--- src/rtl/game_pkg.sv ---
`default_nettype none
// ============================================================================
// Module      : game_pkg
// Description : Shared definitions for the VGA game blocks. It holds the
//               one-hot direction encodings, the screen and player geometry
//               and the player motion state encoding.
// Ports       : none (package)
// Revision    : 1.0 - initial release
// ============================================================================
package game_pkg;

   // Push-button direction encodings (one-hot)
   localparam logic [3:0] DIR_U = 4'b1000;
   localparam logic [3:0] DIR_D = 4'b0100;
   localparam logic [3:0] DIR_R = 4'b0010;
   localparam logic [3:0] DIR_L = 4'b0001;

   // Screen and player geometry in pixels
   localparam int GAME_SCREEN_W    = 640;
   localparam int GAME_SCREEN_H    = 480;
   localparam int GAME_PLAYER_SIZE = 12;

   typedef enum logic [1:0] {
      IDLE   = 2'd0,
      SETTLE = 2'd1,
      COMMIT = 2'd2
   } motion_state_t;

   // True only for the four legal single-direction button codes
   function automatic logic is_valid_dir(input logic [3:0] dir);
      return (dir == DIR_U) || (dir == DIR_D) || (dir == DIR_R) || (dir == DIR_L);
   endfunction

endpackage
`default_nettype wire

--- src/rtl/pos_wrap_step.sv ---
`default_nettype none
// ============================================================================
// Module      : pos_wrap_step
// Description : Combinational one-step position update with screen
//               wrap-around. All arithmetic is unsigned 32-bit. A move that
//               would leave the screen wraps to the opposite edge.
// Ports       : dir     in  4  one-hot direction (U/D/R/L); other codes hold
//               h_pos   in  32 current top-left x
//               v_pos   in  32 current top-left y
//               next_h  out 32 stepped/wrapped x
//               next_v  out 32 stepped/wrapped y
// Revision    : 1.0 - initial release
// ============================================================================
module pos_wrap_step
   import game_pkg::*;
#(
   parameter int SCREEN_W    = GAME_SCREEN_W,
   parameter int SCREEN_H    = GAME_SCREEN_H,
   parameter int PLAYER_SIZE = GAME_PLAYER_SIZE,
   parameter int STEP        = 1
) (
   input  logic [3:0]  dir,
   input  logic [31:0] h_pos,
   input  logic [31:0] v_pos,
   output logic [31:0] next_h,
   output logic [31:0] next_v
);

   localparam logic [31:0] C_W    = 32'(SCREEN_W);
   localparam logic [31:0] C_H    = 32'(SCREEN_H);
   localparam logic [31:0] C_SIZE = 32'(PLAYER_SIZE);
   localparam logic [31:0] C_STEP = 32'(STEP);

   always_comb begin
      next_h = h_pos;
      next_v = v_pos;
      case (dir)
         // Compare before subtracting so the unsigned value never underflows
         DIR_U: next_v = (v_pos >= C_STEP) ? (v_pos - C_STEP) : (C_H - C_SIZE);
         DIR_D: next_v = ((v_pos + C_SIZE + C_STEP) <= C_H) ? (v_pos + C_STEP) : 32'd0;
         DIR_L: next_h = (h_pos >= C_STEP) ? (h_pos - C_STEP) : (C_W - C_SIZE);
         DIR_R: next_h = ((h_pos + C_SIZE + C_STEP) <= C_W) ? (h_pos + C_STEP) : 32'd0;
         default: ;
      endcase
   end

endmodule
`default_nettype wire

--- src/rtl/player_motion_ctrl.sv ---
`default_nettype none
// ============================================================================
// Module      : player_motion_ctrl
// Description : Player movement sequencer. It samples the button direction
//               on a movement tick and waits SETTLE_CYC cycles for the
//               rectangle collision enables to settle. It then commits or
//               rejects a one-step move with screen wrap-around.
// Ports       : btnClk       in  1      clock
//               rst_n        in  1      synchronous active-low reset
//               move_tick    in  1      single-cycle movement strobe
//               btns         in  4      one-hot direction (8=U 4=D 2=R 1=L)
//               up_en..right_en in N_RECT per-rectangle direction enables
//               player_hPos  out 32     registered player x
//               player_vPos  out 32     registered player y
//               move_dir     out 4      latched direction, 0 when idle
//               busy         out 1      high while a move is in progress
//               blocked      out 1      one-cycle pulse on rejected move
//               drop_cnt     out 8      saturating count of ignored ticks
// Revision    : 1.0 - initial release
// ============================================================================
module player_motion_ctrl
   import game_pkg::*;
#(
   parameter int N_RECT      = 8,
   parameter int SCREEN_W    = GAME_SCREEN_W,
   parameter int SCREEN_H    = GAME_SCREEN_H,
   parameter int PLAYER_SIZE = GAME_PLAYER_SIZE,
   parameter int STEP        = 1,
   parameter int SETTLE_CYC  = 2,
   parameter int H0          = 314,
   parameter int V0          = 234
) (
   input  logic              btnClk,
   input  logic              rst_n,
   input  logic              move_tick,
   input  logic [3:0]        btns,
   input  logic [N_RECT-1:0] up_en,
   input  logic [N_RECT-1:0] down_en,
   input  logic [N_RECT-1:0] left_en,
   input  logic [N_RECT-1:0] right_en,
   output logic [31:0]       player_hPos,
   output logic [31:0]       player_vPos,
   output logic [3:0]        move_dir,
   output logic              busy,
   output logic              blocked,
   output logic [7:0]        drop_cnt
);

   // Counter only needs to hold SETTLE_CYC-1
   localparam int CNT_W = (SETTLE_CYC > 1) ? $clog2(SETTLE_CYC) : 1;
   localparam logic [CNT_W-1:0] CNT_LOAD = CNT_W'(SETTLE_CYC - 1);
   localparam logic [CNT_W-1:0] CNT_ONE  = CNT_W'(1);

   motion_state_t    state;
   logic [CNT_W-1:0] settle_cnt;
   logic [31:0]      next_h;
   logic [31:0]      next_v;
   logic             allowed;

   pos_wrap_step #(
      .SCREEN_W    (SCREEN_W),
      .SCREEN_H    (SCREEN_H),
      .PLAYER_SIZE (PLAYER_SIZE),
      .STEP        (STEP)
   ) u_pos_wrap_step (
      .dir    (move_dir),
      .h_pos  (player_hPos),
      .v_pos  (player_vPos),
      .next_h (next_h),
      .next_v (next_v)
   );

   // A move is allowed only if every rectangle agrees
   always_comb begin
      allowed = 1'b0;
      case (move_dir)
         DIR_U:   allowed = &up_en;
         DIR_D:   allowed = &down_en;
         DIR_R:   allowed = &right_en;
         DIR_L:   allowed = &left_en;
         default: allowed = 1'b0;
      endcase
   end

   always_ff @(posedge btnClk) begin
      if (!rst_n) begin
         state       <= IDLE;
         settle_cnt  <= '0;
         player_hPos <= 32'(H0);
         player_vPos <= 32'(V0);
         move_dir    <= 4'd0;
         busy        <= 1'b0;
         blocked     <= 1'b0;
         drop_cnt    <= 8'd0;
      end else begin
         blocked <= 1'b0;

         // Any tick outside IDLE (including the COMMIT cycle) is dropped
         if (move_tick && (state != IDLE) && (drop_cnt != 8'hFF))
            drop_cnt <= drop_cnt + 8'd1;

         case (state)
            IDLE: begin
               if (move_tick) begin
                  if (is_valid_dir(btns)) begin
                     move_dir   <= btns;
                     settle_cnt <= CNT_LOAD;
                     busy       <= 1'b1;
                     state      <= SETTLE;
                  end else begin
                     move_dir <= 4'd0;
                  end
               end
            end

            SETTLE: begin
               if (settle_cnt == '0)
                  state <= COMMIT;
               else
                  settle_cnt <= settle_cnt - CNT_ONE;
            end

            COMMIT: begin
               if (allowed) begin
                  player_hPos <= next_h;
                  player_vPos <= next_v;
               end else begin
                  blocked <= 1'b1;
               end
               move_dir <= 4'd0;
               busy     <= 1'b0;
               state    <= IDLE;
            end

            default: begin
               move_dir <= 4'd0;
               busy     <= 1'b0;
               state    <= IDLE;
            end
         endcase
      end
   end

endmodule
`default_nettype wire

--- config.mk ---
export PLATFORM = sky130hd
export DESIGN_NAME = player_motion_ctrl
export DESIGN_NICKNAME = d
export VERILOG_FILES = /design/src/rtl/game_pkg.sv /design/src/rtl/pos_wrap_step.sv /design/src/rtl/player_motion_ctrl.sv
export SDC_FILE = /design/constraint.sdc
export NUM_CORES = 1
export LEC_CHECK = 0
export CAP_MARGIN = 20
export CORE_ASPECT_RATIO = 1.2
export CORE_MARGIN = 2
export CORE_UTILIZATION = 35
export CTS_CLUSTER_DIAMETER = 120
export DETAILED_ROUTE_END_ITERATION = 8
export PLACE_DENSITY = 0.57
export SLEW_MARGIN = 20
export SYNTH_ARGS = -nofsm -noshare
export SYNTH_HDL_FRONTEND = slang
export SYNTH_SLANG_ARGS = --single-unit
--- constraint.sdc ---
create_clock -name btnClk -period 2.7 [get_ports btnClk]
set_input_delay 0.675 -clock btnClk [delete_from_list [all_inputs] [get_ports btnClk]]
set_output_delay 0.675 -clock btnClk [all_outputs]
set_load 0.02 [all_outputs]
==> impl_metrics.ini <==
[sta]
min_period_over_period_pct = 106
rsz0062_at_grt = yes
worstMarginPinSlew_ns = 0.800
min_period_ns = 2.86
final_max_slew_viol_count = 0
setup_ws_ns = -0.164
skew_ns = 0.00985
hold_violations = 0
setup_violations = 49
slew_headroom_pct = 46.2
fmax_mhz = 349

[synthesis]
synth_edf_count = 0
synth_top_cell_area_share_pct = 22.7
yosysSeqAreaShare_pct = 22.7
yosysWarnings = 0
synth_area_leader_cell = dfxtp_1
synth_area_mm2 = 0.00715
syn_area_per_cell_um2 = 7.00
synth_fp_nets = 1067
synth-main-ff-cell = dfxtp_1
syn_inst = 1021
synth.distinct_cells = 84
synth_area_leaders = dfxtp_1, o21ai_0, nor3_1
ys_ff_latch = 81
async_flop_share_pct = 0

[critical_path]
r2r_end = player_hPos[25]
startpoint_type = flip-flop
cp-end-kind = flip-flop
cp_top_family = simple AND/OR/NAND/NOR gates
slowest_delay_ns = 0.60
worstPathBufferInverterCount = 4
crit_cells = 12
crit_start = player_hPos[5]
reg2reg_depth = 12
worst-path-max-fanout = 7
crit_path_cell_trace = nand4_4 > buf_6 > buf_4 > buf_4 > o31ai_1 > nand3_1 > a21oi_1 > nand4_1 > or4b_4 > and2b_2 > buf_6 > o221a_4
crit_slowest_cell = or4b_4
arrival_ns = 3.16
required_ns = 2.99
reg2reg_from = player_hPos[5]
crit_type = flip-flop to flip-flop
endpoint = player_hPos[25]
rrSetupSlack_ns = -0.16

[final_layout]
final_common_cell = buf_4
fillCellCount = 1930
nets = 1374
drive_above_1_share_pct = 36.0
area_delta_synth_final_pct = 62.9
diodes = 0
design_area_mm2 = 0.0116
layout_common_cells = buf_4, clkdlybuf4s50_1, nor2_1
final_core_util_pct = 57.7
fin_cells = 1598

[die]
die_x_um = 134
fp.dieH_um = 161
initial_core_util_pct = 35.4
core-area_mm2 = 0.0202
ios = 117
dieArea_mm2 = 0.0216
row_count = 57

[placement]
portBuffers = 116
gp_congestion = 0.934
hpwlAfterDp_mm = 22.8
dp.cells = 1557
placed_cell_area_mm2 = 0.0104

[global_routing]
grt_use_total_pct = 27.5
antenna_found_initial = 0
overflow = 0
grt_max_degree = 59
grt_pass1_wl_mm = 47.6
grt_pass1_vias = 8929

[drt]
via_per_inst = 5.90
wl_mm = 30.6
firstDrtPassIters = 5
route.vias.total = 9434
drt-initial-drc-count = 606
ant_nets = 0
avgRoutedWirePerCell_um = 19.2
drc = 0

[cts]
ctsRootBufferMaster = clkbuf_16
clkLatencyLatePin_ns = 0.36
htree_levels = 3
path_clk_slew_ns = 0.07
cts_tree = done
cts_sinks = 81
numCtsBuffers = 9
cts.path.max_buffers = 2

[outcome]
violations = negative setup slack
status = finished with violations

[power]
ir_worst_vdd_mv = 0.247
power_leakage_nw = 4.40
p_per_area_mw_per_mm2 = 247
power.total_w = 0.00287

[job]
maxCapViolations = 0

[worst_hold_path]
hold_class = flip-flop to flip-flop
==> power breakdown <==
group | internal [W] | switching (W) | leakage (nW)
clock | 0.000737 | 0.000545 | 0.146
combinational | 0.000190 | 0.000189 | 3.59
sequential | 0.00119 | 0.0000167 | 0.671
total | 0.00212 | 0.000751 | 4.40
==> what timing repair did <==
action                     CTS  global route
setup endpoints to repair   63            64
gates resized for setup     77            96
pin swaps                   41            49
hold buffers                 0             0
setup buffers               13            12
gates cloned                 2             0
==> routing by layer <==
metal  up-vias  global-route usage [%]  share of wire (%)
li1       4505                       -                  -
met1      4502                    33.5                 41
met2       319                    47.8                 50
met3       108                    2.94                4.4
met4         0                    14.0                4.8
met5         -                       0                  0
==> cell families (layout without fill, tap and decap cells) <==
logic type	after synthesis	after routing	share of synthesized area, %
simple gates	480	480	37.1
compound gates	307	307	27.8
buf+inv	107	419	6.33
flops	81	81	22.7
xor+xnor	34	34	4.16
fa+ha+maj	8	8	1.36
mux	4	4	0.560
==> cells in the mapped netlist (4+ instances only) <==
cell type / count
o21ai_0: 96
nor2_1: 92
nor3_1: 83
dfxtp_1: 81
nand2_1: 65
a21oi_1: 58
clkbuf_1: 57
nand3_1: 49
nand4_1: 41
a31oi_1: 24
buf_2: 23
nor4_1: 20
or3_1: 18
inv_1: 17
xnor2_1: 17
xor2_1: 17
a211oi_1: 15
and3_1: 14
or4_1: 14
and2_1: 13
o31ai_1: 11
o211ai_1: 10
o21a_1: 10
and4_1: 9
nand2b_1: 9
or2_2: 8
ha_1: 7
o221a_2: 7
o22ai_1: 7
a22oi_1: 6
a31o_2: 6
nand4b_1: 6
a311oi_1: 5
nand3b_1: 5
nor3b_1: 5
o21ai_1: 5
a221oi_1: 4
mux2i_1: 4
nor2b_1: 4
o2111ai_1: 4
o41ai_1: 4
==> flip-flops by register name (all words and copies together) (netlist names) <==
name,cells
player_vPos,32
state,2
move_dir,4
drop_cnt,8
settle_cnt,1
blocked,1
player_hPos,32
busy,1
==> metrics by stage <==
| stage | worst slack, ns | TNS, ns | hold slack (ns) |
|---|---|---|---|
| 5_1_grt | -0.229 | -8.80 | 0.489 |
| 2_1_floorplan | -0.0137 | -0.0389 | 0.425 |
| 3_5_place_dp | -0.343 | -13.53 | 0.448 |
| 3_3_place_gp | -0.303 | -11.99 | 0.440 |
| 6_report | -0.164 | -4.62 | 0.465 |
| 4_1_cts | -0.223 | -4.47 | 0.460 |
==> final cells by class <==
cell class | count | area, um2 | share of cell area, %
clock buffers | 13 | 283 | 2.43
clock inverters | 3 | 21.3 | 0.183
inverters | 18 | 67.6 | 0.580
multi-input cells | 833 | 5850 | 50.2
flip-flops and latches | 81 | 1710 | 14.7
well taps | 265 | 332 | 2.85
repair buffers | 385 | 3380 | 29.0
==> worst register-to-register path, cell delays in order, from the launching register on <==
cell and delay [ns]:
dfxtp_2 0.36, nand4_4 0.13, buf_6 0.15, buf_4 0.13, buf_4 0.16, o31ai_1 0.24
nand3_1 0.17, a21oi_1 0.17, nand4_1 0.12, or4b_4 0.60, and2b_2 0.27, buf_6 0.12
o221a_4 0.18
==> worst min-delay path by stage <==
stage	slack, ns	cells past startpoint	start	to
floorplan	0.42	1	settle_cnt	state[1]
global placement	0.44	1	settle_cnt	state[1]
detailed placement	0.45	1	settle_cnt	state[1]
CTS	0.46	1	settle_cnt	state[1]
global route	0.49	1	settle_cnt	state[1]
finish	0.46	1	settle_cnt	state[1]
Note: power is estimated with default switching activity, not from simulation.
